<file path="src/rtl/if_stage_if.sv">
// Bundle of the fetch-stage control inputs, program-load write port,
// IF/ID pipeline register outputs and debug event counters.
interface if_stage_if #(
  parameter int WORD_LEN   = 32,
  parameter int IMEM_WORDS = 64,
  parameter int CNT_W      = 16
);
  localparam int AW = $clog2(IMEM_WORDS);

  logic                freeze;
  logic                branch_taken;
  logic [WORD_LEN-1:0] branch_addr;
  logic                imem_we;
  logic [AW-1:0]       imem_waddr;
  logic [WORD_LEN-1:0] imem_wdata;
  logic [WORD_LEN-1:0] pc;
  logic [WORD_LEN-1:0] if_id_pc;
  logic [WORD_LEN-1:0] if_id_instr;
  logic                if_id_valid;
  logic [CNT_W-1:0]    fetch_cnt;
  logic [CNT_W-1:0]    stall_cnt;
  logic [CNT_W-1:0]    flush_cnt;

  // Hazard unit / execute / loader side
  modport master (
    output freeze, branch_taken, branch_addr,
    output imem_we, imem_waddr, imem_wdata,
    input  pc, if_id_pc, if_id_instr, if_id_valid,
    input  fetch_cnt, stall_cnt, flush_cnt
  );

  // Fetch stage side
  modport slave (
    input  freeze, branch_taken, branch_addr,
    input  imem_we, imem_waddr, imem_wdata,
    output pc, if_id_pc, if_id_instr, if_id_valid,
    output fetch_cnt, stall_cnt, flush_cnt
  );
endinterface

</file>
<file path="src/rtl/if_stage.sv">
// Instruction-fetch stage: program counter, word-addressed instruction
// memory with combinational read, IF/ID pipeline register, stall/flush
// handling and saturating debug event counters.
module if_stage #(
  parameter int                  WORD_LEN   = 32,
  parameter int                  IMEM_WORDS = 64,
  parameter logic [WORD_LEN-1:0] RESET_PC   = {WORD_LEN{1'b0}},
  parameter int                  CNT_W      = 16
) (
  input logic       clk,
  input logic       rst,
  if_stage_if.slave bus
);
  localparam int AW = $clog2(IMEM_WORDS);
  localparam logic [WORD_LEN-1:0] ZERO_W = {WORD_LEN{1'b0}};
  localparam logic [WORD_LEN-1:0] FOUR_W = {{(WORD_LEN-3){1'b0}}, 3'b100};
  localparam logic [WORD_LEN-1:0] ALIGN_MASK = {{(WORD_LEN-2){1'b1}}, 2'b00};
  localparam logic [CNT_W-1:0]    ZERO_C = {CNT_W{1'b0}};

  // Counter step that sticks at all-ones instead of wrapping
  function automatic logic [CNT_W-1:0] sat_inc(input logic [CNT_W-1:0] v);
    if (&v) begin
      return v;
    end else begin
      return v + {{(CNT_W-1){1'b0}}, 1'b1};
    end
  endfunction

  // Contents are left untouched by reset so a loaded program survives it
  logic [WORD_LEN-1:0] imem_r [IMEM_WORDS];

  logic [WORD_LEN-1:0] pc_r;
  logic [WORD_LEN-1:0] if_id_pc_r;
  logic [WORD_LEN-1:0] if_id_instr_r;
  logic                if_id_valid_r;
  logic [CNT_W-1:0]    fetch_cnt_r;
  logic [CNT_W-1:0]    stall_cnt_r;
  logic [CNT_W-1:0]    flush_cnt_r;

  logic                in_range_s;
  logic [WORD_LEN-1:0] fetch_word_s;
  logic [WORD_LEN-1:0] pc_plus4_s;
  logic [WORD_LEN-1:0] branch_pc_s;

  // Combinational fetch; addresses beyond the array read back as a NOP
  always_comb begin
    in_range_s   = (pc_r[WORD_LEN-1:AW+2] == {(WORD_LEN-AW-2){1'b0}});
    pc_plus4_s   = pc_r + FOUR_W;
    branch_pc_s  = bus.branch_addr & ALIGN_MASK;
    fetch_word_s = ZERO_W;
    if (in_range_s) begin
      fetch_word_s = imem_r[pc_r[AW+1:2]];
    end else begin
      fetch_word_s = ZERO_W;
    end
  end

  // Program-load write port; the read above sees the pre-write word, and
  // a write coinciding with an edge while held in reset is discarded
  always_ff @(posedge clk) begin
    if (rst && bus.imem_we) begin
      imem_r[bus.imem_waddr] <= bus.imem_wdata;
    end
  end

  // PC / IF/ID sequencing: redirect beats stall, stall beats fetch
  always_ff @(posedge clk or negedge rst) begin
    if (!rst) begin
      pc_r          <= RESET_PC;
      if_id_pc_r    <= ZERO_W;
      if_id_instr_r <= ZERO_W;
      if_id_valid_r <= 1'b0;
      fetch_cnt_r   <= ZERO_C;
      stall_cnt_r   <= ZERO_C;
      flush_cnt_r   <= ZERO_C;
    end else if (bus.branch_taken) begin
      pc_r          <= branch_pc_s;
      if_id_pc_r    <= ZERO_W;
      if_id_instr_r <= ZERO_W;
      if_id_valid_r <= 1'b0;
      flush_cnt_r   <= sat_inc(flush_cnt_r);
    end else if (bus.freeze) begin
      stall_cnt_r   <= sat_inc(stall_cnt_r);
    end else begin
      pc_r          <= pc_plus4_s;
      if_id_pc_r    <= pc_plus4_s;
      if_id_instr_r <= fetch_word_s;
      if_id_valid_r <= 1'b1;
      fetch_cnt_r   <= sat_inc(fetch_cnt_r);
    end
  end

  assign bus.pc          = pc_r;
  assign bus.if_id_pc    = if_id_pc_r;
  assign bus.if_id_instr = if_id_instr_r;
  assign bus.if_id_valid = if_id_valid_r;
  assign bus.fetch_cnt   = fetch_cnt_r;
  assign bus.stall_cnt   = stall_cnt_r;
  assign bus.flush_cnt   = flush_cnt_r;
endmodule

</file>
<file path="src/flat_wrapper.sv">
// flat-port wrapper written by rule: the top's interface ports become plain ports
module if_stage_flat 
#(
  parameter int                  WORD_LEN   = 32,
  parameter int                  IMEM_WORDS = 64,
  parameter logic [WORD_LEN-1:0] RESET_PC   = {WORD_LEN{1'b0}},
  parameter int                  CNT_W      = 16
)
  (clk, rst, bus_freeze, bus_branch_taken, bus_branch_addr, bus_imem_we, bus_imem_waddr, bus_imem_wdata, bus_pc, bus_if_id_pc, bus_if_id_instr, bus_if_id_valid, bus_fetch_cnt, bus_stall_cnt, bus_flush_cnt);
  if_stage_if #(.WORD_LEN(WORD_LEN), .IMEM_WORDS(IMEM_WORDS), .CNT_W(CNT_W)) bus_i ();
  input logic clk;
  input logic rst;
  input wire logic [$bits(bus_i.freeze)-1:0] bus_freeze;
  input wire logic [$bits(bus_i.branch_taken)-1:0] bus_branch_taken;
  input wire logic [$bits(bus_i.branch_addr)-1:0] bus_branch_addr;
  input wire logic [$bits(bus_i.imem_we)-1:0] bus_imem_we;
  input wire logic [$bits(bus_i.imem_waddr)-1:0] bus_imem_waddr;
  input wire logic [$bits(bus_i.imem_wdata)-1:0] bus_imem_wdata;
  output wire logic [$bits(bus_i.pc)-1:0] bus_pc;
  output wire logic [$bits(bus_i.if_id_pc)-1:0] bus_if_id_pc;
  output wire logic [$bits(bus_i.if_id_instr)-1:0] bus_if_id_instr;
  output wire logic [$bits(bus_i.if_id_valid)-1:0] bus_if_id_valid;
  output wire logic [$bits(bus_i.fetch_cnt)-1:0] bus_fetch_cnt;
  output wire logic [$bits(bus_i.stall_cnt)-1:0] bus_stall_cnt;
  output wire logic [$bits(bus_i.flush_cnt)-1:0] bus_flush_cnt;
  assign bus_i.freeze = bus_freeze;
  assign bus_i.branch_taken = bus_branch_taken;
  assign bus_i.branch_addr = bus_branch_addr;
  assign bus_i.imem_we = bus_imem_we;
  assign bus_i.imem_waddr = bus_imem_waddr;
  assign bus_i.imem_wdata = bus_imem_wdata;
  assign bus_pc = bus_i.pc;
  assign bus_if_id_pc = bus_i.if_id_pc;
  assign bus_if_id_instr = bus_i.if_id_instr;
  assign bus_if_id_valid = bus_i.if_id_valid;
  assign bus_fetch_cnt = bus_i.fetch_cnt;
  assign bus_stall_cnt = bus_i.stall_cnt;
  assign bus_flush_cnt = bus_i.flush_cnt;
  if_stage #(.WORD_LEN(WORD_LEN), .IMEM_WORDS(IMEM_WORDS), .RESET_PC(RESET_PC), .CNT_W(CNT_W)) u_core (.clk(clk), .rst(rst), .bus(bus_i));
endmodule
</file>
<file path="config.mk">
export PLATFORM = sky130hd
export DESIGN_NAME = if_stage_flat
export DESIGN_NICKNAME = d
export VERILOG_FILES = /design/src/rtl/if_stage_if.sv /design/src/rtl/if_stage.sv /design/src/flat_wrapper.sv
export SDC_FILE = /design/constraint.sdc
export NUM_CORES = 2
export LEC_CHECK = 0
export CELL_PAD_IN_SITES_DETAIL_PLACEMENT = 1
export CELL_PAD_IN_SITES_GLOBAL_PLACEMENT = 2
export CORE_MARGIN = 10
export CORE_UTILIZATION = 49
export CTS_CLUSTER_DIAMETER = 80
export CTS_CLUSTER_SIZE = 20
export DETAILED_ROUTE_END_ITERATION = 8
export PLACE_DENSITY_LB_ADDON = 0.08
export SKIP_CTS_REPAIR_TIMING = 1
export SLEW_MARGIN = 10
export SYNTH_ARGS = -nofsm -noshare
export SYNTH_HDL_FRONTEND = slang
export SYNTH_SLANG_ARGS = --single-unit
</file>
<file path="constraint.sdc">
create_clock -name clk -period 2.4 [get_ports clk]
set_input_delay 0.6 -clock clk [delete_from_list [all_inputs] [get_ports clk]]
set_output_delay 0.6 -clock clk [all_outputs]
set_load 0.02 [all_outputs]
</file>
# ---- After elaboration in Yosys (flattened, before gate mapping)
# Memories as Yosys holds them, arrays and structs flattened.
# Index checks and enable logic that the tools add are counted.
dict set report word_totals {
  wordCells 36
  output_inout_bits 145
  ramBits 2048
  mem_bits_ro 0
  register_bits 145
  memories 1
  latchBits 0
  inputBits 75
}
# memory words width read_ports rd_clocked_by_memory_dff wr line_no
set mem_list {}
lappend mem_list {u_core.imem_r 64 32 1 0 1 if_stage.sv:30} ;# logic [WORD_LEN-1:0] imem_r [IMEM_WORDS];
dict set report classes {
  bitwise 5
  n_div 0
  magnitude_cmp 0
  mux 10
  eq_ne 1
  n_addsub 4
  multipliers 0
  shift 0
  reduce_logical 8
}
# op count
set op_table {}
lappend op_table {{32-bit 2-to-1 mux} 6}
lappend op_table {{16-bit by 1-bit adder with 16-bit output (second input constant)} 3}
lappend op_table {{16-bit AND reduction} 3}
lappend op_table {{32-bit by 3-bit adder with 32-bit output (second input constant)} 1}
lappend op_table {{24-bit logical NOT} 1}
lappend op_table {{3-bit AND reduction} 2}
lappend op_table {{1-bit inverter} 5}
lappend op_table {{1-bit 2-to-1 mux} 4}
lappend op_table {{2-bit by 1-bit != test with 1-bit output (second input constant)} 1}
lappend op_table {{2-bit AND reduction} 1}
lappend op_table {{1-bit logical AND} 1}

# ---- Logic depth before layout (Yosys ltp)
dict set report logic_depth {
  ltp_word 4
  mapped_depth 10
  ltp_nobuf 6
}

# ---- Worst setup path after synthesis
# Ideal clock, no wire load.
dict set report synth_timing {
  path_kind {in2reg}
  from {input port bus_imem_waddr[5]}
  to {memory u_core.imem_r[39][0], enable pin}
  path_stages 4
  required_time_ns 1.979
  setup_time_ns 0.421
  slack_ns -0.820
  arrival_time_ns 2.799
  path_cell_list {clkbuf_1 > or3b_2 > clkbuf_1 > nor2_1}
}
# item line_no
set synth_lines {}
lappend synth_lines {{start: declaration} flat_wrapper.sv:17} ;# input wire logic [$bits(bus_i.imem_waddr)-1:0] bus_imem_waddr;
lappend synth_lines {{end: declaration} if_stage.sv:30}
# No word-level cell before the write port.

# ---- Final worst setup path
dict set report layout_timing {
  from {register u_core.pc_r[2], in the netlist u_core.bus.pc[2]}
  to {register u_core.if_id_instr_r[23], in the netlist u_core.bus.if_id_instr[23]}
}
dict set report layout_via {
  elab_chain_cells 4
}
# item line_no
set layout_rtl {}
lappend layout_rtl {{start: declaration} if_stage.sv:32} ;# logic [WORD_LEN-1:0] pc_r;
lappend layout_rtl {{start signal: assignment} if_stage.sv:77} ;# pc_r <= branch_pc_s;
lappend layout_rtl {{start signal: assignment} if_stage.sv:85} ;# pc_r <= pc_plus4_s;
lappend layout_rtl {{memory 64 x 32 bit} n/a}
lappend layout_rtl {{32-bit 2-to-1 mux} if_stage.sv:51} ;# if (in_range_s) begin
lappend layout_rtl {{32-bit 2-to-1 mux} if_stage.sv:82} ;# end else if (bus.freeze) begin
lappend layout_rtl {{32-bit 2-to-1 mux} if_stage.sv:76} ;# end else if (bus.branch_taken) begin
lappend layout_rtl {{end signal: assignment} if_stage.sv:87} ;# if_id_instr_r <= fetch_word_s;
lappend layout_rtl {{end: declaration} if_stage.sv:34} ;# logic [WORD_LEN-1:0] if_id_instr_r;
# Every way passes these cells. The select of a mux whose other input is x is not followed.
# A chain may end at the register's enable or synchronous reset.

==> impl_results.md <==
- Yosys cell types: 67
- Clk slew on worst S/H paths: 0.08 ns
- PortBufs: ~220
- Switch share: 0.241
- CTS sink cnt: around 2200
- Layout cells sized above 1: 0.316
- Min Tclk post-route: 2.77 ns
- Sequential share of power: 0.556
- Leak pwr: 35.3 nW
- Setup TNS: -4.80 ns
- P_sw: 18.3 mW
- WL final: 251 mm
- Gr ovfl total: 0
- Worst path required time: 3.11 ns
- Fin nets: 4895
- Initial Utilization: 0.493
- Vias in the first global route: about 46000
- Storage element area: approximately 0.065 mm^2
- CTS tree: done
- Avg Inst Size Synth: 20.9 um^2
- Count leader, synth: edfxtp_1
- Final period util: 1.15
- Antenna violations before repair: 18
- Tot Pwr: 76.2 mW
- Clk_lat worst skew: around 0.83 ns
- Post-synth top cells: edfxtp_1 (2048), mux4_2 (486), nand2_1 (182), mux2i_1 (163), a22oi_1 (154)
- Pwr/cell area: 744 mW/mm^2
- Core ar.: between 0.15 and 0.2 mm^2
- Clock power frac: 0.309
- CTS Buf Count: 132
- Asr flop ratio synth: 0.0648
- Synthesized netlist cell count: 4054
- Antenna viol nets, final: 0
- Full die area: 0.190 mm^2
- Routed len/inst: 34.9 um
- Biggest area consumer among synthesized cells: edfxtp_1
- Placer Congestion: 0.789
- Number of max-cap violations: 0
- Largest net degree at the start of global routing: 109
- Unrepaired setup endpoints after global routing: yes
- Outcome: finished, violations left
- Failing checks: setup timing
- Residual DRC: 0
- Clk root buf: clkbuf_16
- Final slew viol count: 0
- Final hold viol count: 0
- DRT iter0 DRCs: 5211
- Max Clock Skew: 0.0358 ns
- First-pass GRT wire length: approximately 350 mm
- Synth top area share: 0.725
- Chip height: 436 um
- Die extent in x: between 400 and 500 um
- Hold Crit Class: input port to register
- Area occupied by multi-input gates: 0.0196 mm^2
- FMAX: 361 MHz
- Routed via count: 44800
- Vias per cell: ~6.2
- Critical path launch point type: register
- Ys flop type: edfxtp_1
- Gr usage total: 0.257
- HPWL after DPL: 161 mm
- I/O pins: 220
- Maximum VDD drop: 0.000791 V
- Flops & latches, synth: 2190
- Post-synth EDFFs: 2048
- Placed cell count: 6907
- Crit Path Category: register to register
- Relative slew slack: 0.278
- Synth top area cells: edfxtp_1 (73%), mux4_2 (13%), dfrtp_1 (4.2%)
- Yosys warning count: 0
- Clk buf depth: 3
- Drt first pass iters: 5
- Worst Setup Slack, final: -0.370 ns
- H-tree level count: 4
- Least-Margin Pin Slew: 1.08 ns
- Register area share after synthesis: 0.767
- WP data arrival: 3.48 ns
- Filler cells: 14400
- Syn-to-layout area delta: 20.9%
- Non-filler cells, final: 7203
- Mapped Area: 0.0848 mm^2
- Internal power: 57.9 mW
- Worst-path maximum fanout: 8
- Worst setup EP type: register
- Combinational Power Share: 0.135
- # rows: 152
- Setup violators final: 33
-- critical path: stages, from the launching register on --
cell      delay [ns]
dfrtp_4         0.49
buf_12          0.18
buf_16          0.17
mux4_2          0.53
mux4_2          0.58
o211ai_1        0.41
buf_4           0.21
nand3_2         0.05
-- layout make-up --
class | instances | share of cell area
diodes | 2 | 0.0000488
well taps | 2310 | 0.0282
inverters | 11 | 0.000403
multi-input cells | 1620 | 0.191
clock inverters | 24 | 0.00271
clock buffers | 185 | 0.0358
flip-flops and latches | 2190 | 0.635
repair buffers | 861 | 0.107
-- power by group through the flow --
stage | clock network, mW | logic [mW] | registers [mW]
after floorplan | 0 | 4.57 | 43.5
after global placement | 0 | 9.36 | 43.3
after detailed placement | 0 | 9.50 | 43.3
after CTS | 24.0 | 9.53 | 42.4
after global routing | 25.4 | 10.9 | 42.4
final | 23.5 | 10.3 | 42.4
-- kinds of logic after synthesis --
logic type / synth area share
compound gates: 0.0307
xor+xnor: 0.00961
fa+ha+maj: 0.000590
buf+inv: 0.0142
flops: 0.767
mux: 0.149
other cells: 0.0000442
simple gates: 0.0284
-- worst paths after layout --
kind                                                            from                                     end  slack, ns  cells past startpoint
min in group asynchronous                                        rst  u_core.bus.if_id_instr[17]$_DFFE_PN0N_       0.38                      3
worst min register to register  u_core.bus.fetch_cnt[13]$_DFFE_PN0P_    u_core.bus.fetch_cnt[13]$_DFFE_PN0P_       0.49                      1
worst max register to register          u_core.bus.pc[2]$_DFFE_PN0N_  u_core.bus.if_id_instr[23]$_DFFE_PN0N_      -0.37                      7
worst min-delay path                                bus_branch_taken     u_core.bus.if_id_pc[11]$_DFFE_PN0N_       0.14                      3
worst max-delay path                    u_core.bus.pc[2]$_DFFE_PN0N_  u_core.bus.if_id_instr[23]$_DFFE_PN0N_      -0.37                      7
max in group asynchronous                                        rst  u_core.bus.if_id_instr[31]$_DFFE_PN0N_       0.98                      4
-- registers in the layout, indices dropped and copies added (netlist names) --
name	cells
u_core.bus.flush_cnt	16
u_core.bus.if_id_valid	1
u_core.bus.pc	30
u_core.imem_r	2048
u_core.bus.if_id_instr	32
u_core.bus.if_id_pc	31
u_core.bus.fetch_cnt	16
u_core.bus.stall_cnt	16
-- cell usage in the layout (no fill, tap or decap), drive strengths merged, types with 12 or more instances in the layout --
cell type         n
a21oi            15
buf             667
nand2           182
xnor2            60
nor3             26
nor4             22
nor2b            13
clkdlybuf4s50    37
o21ai            34
inv              18
edfxtp         2048
mux2i           163
a211o            15
o22a             21
nand4            34
xor2             33
dfrtp           142
clkbuf          201
a211oi           16
a22oi           154
o22ai            17
and3             12
nand3            58
nor2            121
a31oi            14
dlymetal6s2s    140
mux4            486
o211ai           27
-- metal layers --
layer	global-route usage	wire length [um]	vias to the layer above
met4	0.0702	6850	8
met1	0.364	103000	24300
met2	0.418	123000	1862
met3	0.0388	18000	255
met5	0	237	-
li1	-	-	18300
-- per-stage QoR --
stage | util | hold WS [ns] | worst slack [ns] | cell area [um^2]
5_1_grt | 0.596 | 0.127 | -0.378 | 103000
6_report | 0.596 | 0.141 | -0.370 | 103000
4_1_cts | 0.584 | -0.253 | -0.749 | 100000
3_3_place_gp | 0.561 | 0.470 | -0.414 | 96400
2_1_floorplan | - | 0.304 | -0.500 | 84900
3_5_place_dp | 0.561 | 0.485 | -0.460 | 96400
No activity file was read; power rests on OpenSTA's default activity.
